### config.mk
export PLATFORM = sky130hd
export DESIGN_NAME = conv11_input_feeder
export DESIGN_NICKNAME = d
export VERILOG_FILES = /design/src/rtl/conv11_input_feeder.sv
export SDC_FILE = /design/constraint.sdc
export NUM_CORES = 1
export LEC_CHECK = 0
export BUFFER_PORTS_ARGS = -buffer_cell sky130_fd_sc_hd__buf_4
export CAP_MARGIN = 20
export CORE_AREA = 2 2 87 89
export DETAILED_ROUTE_END_ITERATION = 6
export DIE_AREA = 0 0 89 91
export PLACE_DENSITY = 0.64
export SYNTH_ARGS = -nofsm -noshare
export SYNTH_HDL_FRONTEND = slang
export SYNTH_SLANG_ARGS = --single-unit
### constraint.sdc
create_clock -name clk -period 2.75 [get_ports clk]
set_input_delay 0.275 -clock clk [delete_from_list [all_inputs] [get_ports clk]]
set_output_delay 0.275 -clock clk [all_outputs]
set_load 0.05 [all_outputs]
### src/rtl/conv11_input_feeder.sv
// Producer for the conv1x1 input buffer: walks a feature map in RAM (channel innermost) and pushes one word per handshake.
// Optional stall-cycle counter output is enabled by defining CONV11_FEEDER_STALL_CNT_EN.
module conv11_input_feeder #(
  parameter int DATA_WIDTH = 8,
  parameter int ADDR_WIDTH = 12,
  parameter int IMG_W      = 4,
  parameter int IMG_H      = 4,
  parameter int IN_CH      = 3
) (
  input  logic                  clk,
  input  logic                  rst_n,
  input  logic                  start,
  input  logic [ADDR_WIDTH-1:0] base_addr,
  output logic                  mem_rd_en,
  output logic [ADDR_WIDTH-1:0] mem_addr,
  input  logic [DATA_WIDTH-1:0] mem_rd_data,
  input  logic                  inputbuf_load,
  output logic                  input_valid,
  output logic [DATA_WIDTH-1:0] data_in,
  output logic                  last_ch,
  output logic                  last_word,
  output logic                  busy,
  output logic                  done
`ifdef CONV11_FEEDER_STALL_CNT_EN
  ,
  output logic [15:0]           stall_cycles
`endif
);

  // state   | meaning
  // IDLE    | waiting for start
  // FETCH   | RAM read issued for word widx
  // CAPTURE | RAM data lands in the stage register
  // PUSH    | waiting for an empty buffer, then push; prefetch next word in the push cycle
  // DONE    | one-cycle completion pulse

  localparam int TOTAL  = IMG_W * IMG_H * IN_CH;
  localparam int WIDX_W = (TOTAL > 1) ? $clog2(TOTAL) : 1;
  localparam int CH_W   = (IN_CH > 1) ? $clog2(IN_CH) : 1;

  typedef enum logic [2:0] {
    S_IDLE    = 3'd0,
    S_FETCH   = 3'd1,
    S_CAPTURE = 3'd2,
    S_PUSH    = 3'd3,
    S_DONE    = 3'd4
  } state_t;

  state_t                r_state;
  state_t                w_state_nxt;
  logic [ADDR_WIDTH-1:0] r_base;
  logic [WIDX_W-1:0]     r_widx;
  logic [CH_W-1:0]       r_ch;
  logic [DATA_WIDTH-1:0] r_stage;
  logic [DATA_WIDTH-1:0] r_data_hold;
  logic                  r_pushed_q;

  logic                  w_start_ok;
  logic                  w_can_push;
  logic                  w_push;
  logic                  w_is_last_word;
  logic                  w_is_last_ch;
  logic                  w_prefetch;
  logic [WIDX_W-1:0]     w_widx_nxt;

  assign w_start_ok     = (r_state == S_IDLE) && start;
  // A push needs an empty buffer and no push in the previous cycle.
  assign w_can_push     = !inputbuf_load && !r_pushed_q;
  assign w_push         = (r_state == S_PUSH) && w_can_push;
  assign w_is_last_word = (r_widx == WIDX_W'(TOTAL - 1));
  assign w_is_last_ch   = (r_ch == CH_W'(IN_CH - 1));
  assign w_prefetch     = w_push && !w_is_last_word;
  assign w_widx_nxt     = r_widx + WIDX_W'(1);

  always_ff @(posedge clk or negedge rst_n) begin
    if (!rst_n) begin
      r_state <= S_IDLE;
    end else begin
      r_state <= w_state_nxt;
    end
  end

  always_comb begin
    w_state_nxt = r_state;
    unique case (r_state)
      S_IDLE:    if (start) w_state_nxt = S_FETCH;
      S_FETCH:   w_state_nxt = S_CAPTURE;
      S_CAPTURE: w_state_nxt = S_PUSH;
      S_PUSH: begin
        if (w_push) w_state_nxt = w_is_last_word ? S_DONE : S_CAPTURE;
      end
      S_DONE:    w_state_nxt = S_IDLE;
      default:   w_state_nxt = S_IDLE;
    endcase
  end

  always_comb begin
    mem_rd_en   = (r_state == S_FETCH) || w_prefetch;
    mem_addr    = '0;
    if (r_state == S_FETCH) begin
      mem_addr = r_base + ADDR_WIDTH'(r_widx);
    end else if (w_prefetch) begin
      mem_addr = r_base + ADDR_WIDTH'(w_widx_nxt);
    end
    input_valid = w_push;
    data_in     = w_push ? r_stage : r_data_hold;
    last_ch     = w_push && w_is_last_ch;
    last_word   = w_push && w_is_last_word;
    busy        = (r_state == S_FETCH) || (r_state == S_CAPTURE) || (r_state == S_PUSH);
    done        = (r_state == S_DONE);
  end

  always_ff @(posedge clk or negedge rst_n) begin
    if (!rst_n) begin
      r_base      <= '0;
      r_widx      <= '0;
      r_ch        <= '0;
      r_stage     <= '0;
      r_data_hold <= '0;
      r_pushed_q  <= 1'b0;
    end else begin
      r_pushed_q <= w_push;
      if (w_start_ok) begin
        r_base <= base_addr;
        r_widx <= '0;
        r_ch   <= '0;
      end
      if (r_state == S_CAPTURE) begin
        r_stage <= mem_rd_data;
      end
      if (w_push) begin
        // data_in must keep showing the last pushed word, not the prefetched stage
        r_data_hold <= r_stage;
      end
      if (w_prefetch) begin
        r_widx <= w_widx_nxt;
        r_ch   <= w_is_last_ch ? '0 : r_ch + CH_W'(1);
      end
    end
  end

`ifdef CONV11_FEEDER_STALL_CNT_EN
  logic [15:0] r_stall_cnt;

  always_ff @(posedge clk or negedge rst_n) begin
    if (!rst_n) begin
      r_stall_cnt <= '0;
    end else if (w_start_ok) begin
      r_stall_cnt <= '0;
    end else if ((r_state == S_PUSH) && !w_can_push && (r_stall_cnt != 16'hFFFF)) begin
      r_stall_cnt <= r_stall_cnt + 16'd1;
    end
  end

  assign stall_cycles = r_stall_cnt;
`endif

endmodule

==> metrics.md <==
| Metric | Value |
|---|---|
| Setup CP Type | `reg -> out` |
| DR iter-0 viols | `73` |
| Largest net degree at the start of global routing | `41` |
| Root Driver | `clkbuf_8` |
| Worst path buffer plus inverter count | `2` |
| Worst setup SP type | `flip-flop` |
| GRT Overall Usage | `16.0%` |
| Clock share of power | `16.6%` |
| First-pass GRT wire length | `10,200 um` |
| Fin crit period | `2880 ps` |
| Initial antenna violation count | `0` |
| CP delay by family, top | `simple AND/OR/NAND/NOR gates` |
| Max incr delay on CP | `420 ps` |
| Routed WL | `6290 um` |
| GPL Wtd Cong | `0.923` |
| NetSw | `1.17 mW` |
| Post-Layout Cell Count | `437` |
| CTS Buffer Depth | `2` |
| Layout cells sized above 1 | `37.6%` |
| Max_cap viols | `0` |
| Switch share | `41.6%` |
| Vias | `2,186` |
| Pwr Density | `819 nW/um^2` |
| Hold Crit Class | `in -> reg` |
| DIE AREA | `8100 um^2` |
| H-tree levels | `2` |
| VDD IR max | `0.469 mV` |
| Leading cell type in the layout, fill and taps excluded | `nand2_1` |
| Worst Path Max Fanout | `4` |
| Internal power | `1.64 mW` |
| RSZ-0062 raised after global routing | `yes` |
| Failing checks | `setup timing` |
| Slowest-stage cell, CP | `dfrtp_2` |
| CP most frequent cell | `buf_6` |
| EDFF count, synth | `0` |
| Core ar. | `7140 um^2` |
| Arrival time at the worst endpoint | `2600 ps` |
| Gr ovfl total | `0` |
| Via/cell ratio | `5.00` |
| Reg-to-reg startpoint | `r_state[0]` |
| Synth Area per Inst | `8.96 um^2` |
| LEAKAGE | `1.63 nW` |
| WL/cell | `14.4 um` |
| Post-Syn Nets | `310` |
| Max Clk Rate | `0.347 GHz` |
| Skew final | `9.00 ps` |
| Syn Inst Count | `270` |
| Remaining antenna violation count | `0` |
| Chip height | `91 um` |
| # IOs | `50` |
| Normalized max-slew margin | `53.0%` |
| Num CTS Buffers | `5` |
| Fin nets | `377` |
| Starting Density | `33.9%` |
| PnR worst setup slack | `-130 ps` |
| Critical Path RT | `2480 ps` |
| Layout area overhead | `42.0%` |
| Pins Over Slew Limit | `0` |
| Hold Startpoint | `base_addr[4]` |
| Count of different cell masters after synthesis | `43` |
| Final TNS setup | `-531 ps` |
| Worst Max-Slew Pin Slew | `702 ps` |
| Area after DPL | `3000 um^2` |
| Hold Fails Final Rpt | `0` |
| CTS Sinks | `40` |
| FFs w/ async S/R, synth | `100%` |
| Crit path cell chain | `buf_6 > and3_4 > nand3_4 > xnor2_4 > ha_1 > nor2_1 > nor2_2 > nand2_2 > o22a_4 > o41ai_4 > buf_6` |
| Highest-count cells in the layout ignoring fill and taps | `nand2_1, buf_4, dfrtp_1, nor2_1` |
| Synth warn | `0` |
| Final period util | `105%` |
| Mapped Area | `2420 um^2` |
| Register share of total power | `31.3%` |
| Clock latency on the worst-skew pair | `290 ps` |
| Worst setup path start | `r_widx[0]` |
| Reg2reg path depth | `5` |
| DRC Markers | `0` |
| Outcome | `finished, violations left` |
| Clock-pin slew on the worst setup and hold paths | `80 ps` |
| Port bufs | `49` |
| Ys flop type | `dfrtp_1` |
| Post-route cell area | `3430 um^2` |
| Hold depth | `3` |
| Pre-Repair DR Iteration Count | `4` |
| Die width | `89 um` |
| Sequential share of the synthesized area | `41.4%` |
| Final HPWL DP | `4480 um` |
| Pre-CTS setup slack | `1.03 ps` |
| Row count | `31` |
| R2r endpoint | `r_ch[0]` |
| Placed insts | `419` |
| Crit end category | `output pin` |
| Number of global-route vias before repair | `2,132` |
| CTS tree | `done` |
| Antenna cells | `0` |
| Final setup viols | `6` |
| #FFs+latches synth | `40` |
| Power share of the combinational group | `52.0%` |
| Hold endpoint | `r_base[4]` |
| Reg2Reg Setup Slack | `540 ps` |
-- state kept, by name (all words and copies together), names as in the netlist --
| signal | count |
|---|---|
| r_ch | 2 |
| r_state | 3 |
| r_stage | 8 |
| r_data_hold | 8 |
| r_pushed_q | 1 |
| r_base | 12 |
| r_widx | 6 |
-- Yosys cell counts, types with 2 or more instances --
library cell   n  area, um^2
and3_1         8        50.1
fa_1           2        40.0
nor2_1        13        48.8
xor2_1         6        52.6
o21ai_1        3        15.0
a21o_1         7        52.6
nor3_1         5        25.0
a211oi_1       5        37.5
mux2_2         9         101
nand3_1        8        40.0
dfrtp_1       40        1000
inv_1          6        22.5
ha_1          14         175
o21bai_1       3        22.5
nor2b_1        3        18.8
o22ai_1        5        31.3
a2111oi_0      2        17.5
o41ai_2        2        32.5
clkbuf_1       5        18.8
o31ai_1        2        15.0
a31oi_1        4        25.0
o21ai_0       12        60.1
nand2_1       74         278
xnor2_1        4        35.0
buf_2          2        10.0
a21oi_1        7        35.0
a22o_1         2        17.5
a311oi_1       2        17.5
-- cell type report --
class                           instances  area, um^2
Clock buffer                            6        72.6
Clock inverter                          2        35.0
Fill cell                             677        3700
Inverter                                7        26.3
Multi-Input combinational cell        215        1630
Sequential cell                        40        1010
Tap cell                               99         124
Timing Repair Buffer                   68         539
-- worst max path at each step --
stage,end,depth (start not counted)
2_1_floorplan,mem_addr[11],9
3_3_place_gp,mem_addr[11],11
3_5_place_dp,mem_addr[6],10
4_1_cts,mem_addr[8],10
5_1_grt,mem_addr[9],11
6_report,mem_addr[9],11
-- metrics by stage --
step / power [mW] / utilization [%] / hold slack, ps
2_1_floorplan: 1.71 / - / -20.6
3_3_place_gp: 2.07 / 42.0 / 285
3_5_place_dp: 2.10 / 42.0 / 293
4_1_cts: 2.70 / 46.1 / 158
5_1_grt: 3.00 / 48.1 / 159
6_report: 2.81 / 48.1 / 168
-- power groups by stage --
stage	Sequential, mW	Combinational (mW)	Clock, mW
after global placement	0.850	1.22	0
after global routing	0.898	1.58	0.520
after floorplan	0.835	0.879	0
after CTS	0.857	1.36	0.486
final	0.881	1.46	0.468
after detailed placement	0.856	1.24	0
-- worst reg2reg max path, delay by kind of cell, from the launching register on --
kind                   cells  cell delay (ps)
flip-flops                 1              450
AND/OR/NAND/NOR            2              520
AO/OA/AOI/OAI              1              610
multiplexers               1              260
buffers and inverters      1              250
-- kinds of logic (layout without fill, tap and decap cells) --
logic type / after synthesis / in the layout / synth area share, %
xor+xnor: 10 / 10 / 3.62
buf+inv: 15 / 83 / 2.43
mux: 10 / 10 / 4.60
compound gates: 63 / 63 / 18.4
flops: 40 / 40 / 41.4
fa+ha+maj: 16 / 16 / 8.90
simple gates: 116 / 116 / 20.7
-- timing repair --
action,in CTS,in global routing
hold buffers,1,0
endpoints found under the setup margin,7,8
gates resized for setup,32,21
pin swaps,15,11
endpoints found under the hold margin,40,0
cloned,0,0
buffers inserted,5,4
-- per-layer routing --
layer  up-vias  routed length [um]  GRT usage, %
met5         -                   0             0
met4         0                 131          4.48
met3        12                 277          4.27
met2        54                2950          25.0
met1      1038                2940          21.7
li1       1082                   -             -
Power figures use the tool's default switching activity.
